## src/rtl/ahb_arbiter.sv

```systemverilog
// Round-robin AHB-Lite bus arbiter: picks the address-phase owner among
// num_masters requesters, muxes its address phase and the data-phase owner's HWDATA.
module ahb_arbiter #(
  parameter int num_masters = 2,
  parameter int max_beats   = 16,
  localparam int mw = (num_masters > 1) ? $clog2(num_masters) : 1
) (
  input  logic                         HCLK,
  input  logic                         HRESETn,
  input  logic [num_masters-1:0]       HBUSREQ,
  input  logic [num_masters-1:0]       HLOCK,
  input  logic [num_masters-1:0][31:0] M_HADDR,
  input  logic [num_masters-1:0][1:0]  M_HTRANS,
  input  logic [num_masters-1:0]       M_HWRITE,
  input  logic [num_masters-1:0][2:0]  M_HSIZE,
  input  logic [num_masters-1:0][31:0] M_HWDATA,
  input  logic                         HREADY,
  output logic [num_masters-1:0]       HGRANT,
  output logic [mw-1:0]                HMASTER,
  output logic [mw-1:0]                HMASTER_D,
  output logic                         HMASTLOCK,
  output logic [31:0]                  HADDR,
  output logic [1:0]                   HTRANS,
  output logic                         HWRITE,
  output logic [2:0]                   HSIZE,
  output logic [31:0]                  HWDATA
);

  localparam int bw = $clog2(max_beats + 1);
  localparam logic [bw:0]            max_ext   = (bw + 1)'(max_beats);
  localparam logic [num_masters-1:0] grant_rst = num_masters'(1);

  logic [mw-1:0]          owner_q, owner_d;
  logic [mw-1:0]          data_owner_q, data_owner_d;
  logic [num_masters-1:0] grant_q, grant_d;
  logic [bw-1:0]          beat_cnt_q, beat_cnt_d;
  logic                   locked_q, locked_d;

  logic          own_req, own_lock;
  logic          counted, other_req, lock_hold, keep_vol;
  logic [bw:0]   beat_sum;
  logic [mw-1:0] rr_owner, idx;
  logic          rr_found;

  // NOTE: every signal assigned in always_comb gets a default first so no latch is inferred.
  always_comb begin
    HADDR    = '0;
    HTRANS   = '0;
    HWRITE   = 1'b0;
    HSIZE    = '0;
    HWDATA   = '0;
    own_req  = 1'b0;
    own_lock = 1'b0;
    for (int i = 0; i < num_masters; i++) begin
      if (owner_q == mw'(i)) begin
        HADDR    = M_HADDR[mw'(i)];
        HTRANS   = M_HTRANS[mw'(i)];
        HWRITE   = M_HWRITE[mw'(i)];
        HSIZE    = M_HSIZE[mw'(i)];
        own_req  = HBUSREQ[mw'(i)];
        own_lock = HLOCK[mw'(i)];
      end
      if (data_owner_q == mw'(i)) begin
        HWDATA = M_HWDATA[mw'(i)];
      end
    end
  end

  assign HMASTLOCK = own_lock & own_req;

  // Round-robin search skips the owner; falling back to it parks the bus.
  always_comb begin
    rr_owner = owner_q;
    rr_found = 1'b0;
    idx      = '0;
    for (int k = 1; k < num_masters; k++) begin
      idx = mw'((int'(owner_q) + k) % num_masters);
      if (!rr_found && HBUSREQ[idx]) begin
        rr_found = 1'b1;
        rr_owner = idx;
      end
    end
  end

  always_comb begin
    counted   = HTRANS[1];
    beat_sum  = {1'b0, beat_cnt_q} + {{bw{1'b0}}, counted};
    other_req = |(HBUSREQ & ~grant_q);
    // Lock tenure covers the last locked transfer, issued after HLOCK drops.
    lock_hold = HMASTLOCK | (locked_q & counted);
    keep_vol  = own_req & ((beat_sum < max_ext) | ~other_req);

    owner_d      = owner_q;
    data_owner_d = data_owner_q;
    beat_cnt_d   = beat_cnt_q;
    locked_d     = locked_q;
    if (HREADY) begin
      owner_d      = (lock_hold || keep_vol) ? owner_q : rr_owner;
      data_owner_d = owner_q;
      locked_d     = HMASTLOCK;
      if (owner_d != owner_q) begin
        beat_cnt_d = '0;
      end else if (beat_sum >= max_ext) begin
        beat_cnt_d = bw'(max_beats);
      end else begin
        beat_cnt_d = beat_sum[bw-1:0];
      end
    end
    grant_d = grant_rst << owner_d;
  end

  // NOTE: sequential state uses non-blocking assignments so all flops sample together.
  always_ff @(posedge HCLK or negedge HRESETn) begin
    if (!HRESETn) begin
      owner_q      <= '0;
      data_owner_q <= '0;
      grant_q      <= grant_rst;
      beat_cnt_q   <= '0;
      locked_q     <= 1'b0;
    end else begin
      owner_q      <= owner_d;
      data_owner_q <= data_owner_d;
      grant_q      <= grant_d;
      beat_cnt_q   <= beat_cnt_d;
      locked_q     <= locked_d;
    end
  end

  assign HGRANT    = grant_q;
  assign HMASTER   = owner_q;
  assign HMASTER_D = data_owner_q;

endmodule

```

## config.mk

```make
export PLATFORM = sky130hd
export DESIGN_NAME = ahb_arbiter
export DESIGN_NICKNAME = d
export VERILOG_FILES = /design/src/rtl/ahb_arbiter.sv
export SDC_FILE = /design/constraint.sdc
export NUM_CORES = 1
export LEC_CHECK = 0
export BUFFER_PORTS_ARGS = -buffer_cell sky130_fd_sc_hd__buf_2
export CAP_MARGIN = 0
export CORE_AREA = 2 2 85 87
export DETAILED_ROUTE_END_ITERATION = 10
export DIE_AREA = 0 0 87 89
export PLACE_DENSITY = 0.51
export SLEW_MARGIN = 20
export SYNTH_ARGS = -nofsm -noshare
export SYNTH_HDL_FRONTEND = slang
export SYNTH_SLANG_ARGS = --single-unit
```

## constraint.sdc

```tcl
create_clock -name HCLK -period 3.6 [get_ports HCLK]
set_clock_uncertainty 0.15 [all_clocks]
set_input_delay 0.18 -clock HCLK [delete_from_list [all_inputs] [get_ports HCLK]]
set_output_delay 0.18 -clock HCLK [all_outputs]
set_load 0.02 [all_outputs]
```

==> impl_metrics.toml <==
[status]
status = "finished, final reports clean"

[synth]
async_flop_share_pct = 100
synth-seq-area-share_pct = 22.3
ys_types = 25
netlist_area_um2 = 1010
avgSynthCellArea_um2 = 8.45
ys.flop_type = "dfrtp_1"
synth_edf_count = 0
yosysWarnings = 0
synth_fp_nets = 269
syn-instance-count = 120
synth_seq_cells = 9

[sta]
rsz0062_at_grt = "no"
period_needed_ns = 2.03
setup_violations = 0
hold_viol_final = 0
post-route-period-util_pct = 56.3
finalSetupTns_ns = 0
drv_slew = 0
fmax_ghz = 0.493
worst_pin_slew_ns = 0.225
slew_headroom_pct = 85.0

[final_layout]
area_growth_pct = -31.7
final_cell_mix = "12 x buf_2, 8 x dfrtp_1, 7 x nand2_1, 5 x inv_1"
nets = 215
antenna-diode-count = 0
drive_above_1_share_pct = 32.3
final_common_cell = "buf_2"
utilization_pct = 10.3

[setup_path]
crit_fanout = 5
critPathRequiredTime_ns = 3.57
arrival_ns = 1.99
cp-start-kind = "flip-flop"
r2r_slack_ns = 1.57
reg2reg_from = "beat_cnt_q[0]"
end_kind = "flip-flop"
crit_type = "reg2reg"
crit_start = "beat_cnt_q[0]"
r2r_cells = 6

[power]
p_leak_uw = 0.000297
vdd_drop_max_mv = 0.293
power_density_nw_per_um2 = 672

[min_path]
hold_path.class = "in2reg"
hold_depth = 3
min-delay-start = "HLOCK[0]"
min_to = "HGRANT[0]"

[floorplanning]
die_w_um = 87
die-area_um2 = 7740
initial_core_util_pct = 15.1
chipHeight_um = 89
rows = 30
io_pins = 222
core_um2 = 6720

[grt]
grt_pass1_vias = 518
grt-ovfl-total = 0
grt_pass1_wl_mm = 2.37
grt_usage_pct = 3.90
grt_max_degree = 14
antenna_found_initial = 0

[detailed_routing]
drt-total-wl_mm = 1.55
wl_per_cell_um = 10.7
drt_iter0_markers = 5
vias_per_cell = 3.36
route.antenna.remaining_nets = 0
num_vias = 487
route.detailed.drc = 0
drtPass1Iterations = 2

[clocking]
htreeDepth = 1
cts_num_sinks = 9
clk_pin_slew_ns = 0.04
clk_latency_ns = 0.23
post_cts_buffers = 0
clock_path_buffers = 2
cts_tree = "yes"
root_buffer = "clkbuf_8"
postCtsHoldBufs = 1
numCtsBuffers = 3
postCtsResizedCells = 0

[flow_run]
drv_cap = 0

[placement]
place_congestion = 0.675
hpwl_mm = 1.17
io_buffers = 12
## where the power goes
group          internal, µW  switching [µW]  total, µW
registers               145            33.6        178
clock network          76.9            36.8        114
logic                  75.6            97.2        173
total                   297             168        465
## final cells by class
class	count	area (µm²)
Sequential cell	9	226
Fill cell	756	6030
Clock buffer	4	45.0
Multi-Input combinational cell	34	231
Tap cell	80	100
Inverter	5	18.8
Timing Repair Buffer	13	70.1
## cells by family after synthesis
family,count (synthesis),synth area share (%)
AO/OA/AOI/OAI,13,8.27
adder cells (fa/ha/maj),2,2.47
buffers and inverters,77,54.8
flip-flops,9,22.3
multiplexers,3,3.33
AND/OR/NAND/NOR,16,8.77
## cell usage after synthesis, drive strengths merged, types with 2 or more instances
cell   instances  area [µm²]
a21oi          2        10.0
a31oi          2        12.5
buf           71         533
dfrtp          8         200
ha             2        25.0
inv            5        18.8
mux2           3        33.8
nand2          7        26.3
o21ai          2        10.0
o22ai          3        18.8
## per-layer routing
metal  up-vias  part of all wire, %  GRT usage, %
li1        208                    -             -
met1       219                   32          3.22
met2        34                   39          5.14
met3        26                   21          2.68
met4         0                  8.6          5.82
met5         -                    0             0
## metrics by stage
stage | worst slack [ns] | cells | area [µm²] | total power [µW] | hold WS, ns
after floorplan | 1.68 | 120 | 1010 | 420 | -0.266
after global placement | 1.60 | 140 | 637 | 349 | -0.102
after detailed placement | 1.58 | 140 | 637 | 351 | -0.100
after CTS | 1.56 | 145 | 692 | 474 | 0.0848
after global routing | 1.48 | 145 | 692 | 503 | 0.104
final | 1.57 | 145 | 692 | 465 | 0.103
## worst max path at each step
stage          depth (start not counted)   endpoint
5_1_grt                                6  flip-flop
2_1_floorplan                          5  flip-flop
3_3_place_gp                           5  flip-flop
3_5_place_dp                           6  flip-flop
4_1_cts                                6  flip-flop
6_report                               6  flip-flop
## worst max-delay path: stages (launching register included)
cell and delay, ns:
dfrtp_1 0.34, ha_1 0.20, ha_1 0.22, a31oi_1 0.10, a41o_1 0.27, or4_4 0.53, o21a_1 0.12
No activity file was read; power rests on OpenSTA's default activity.
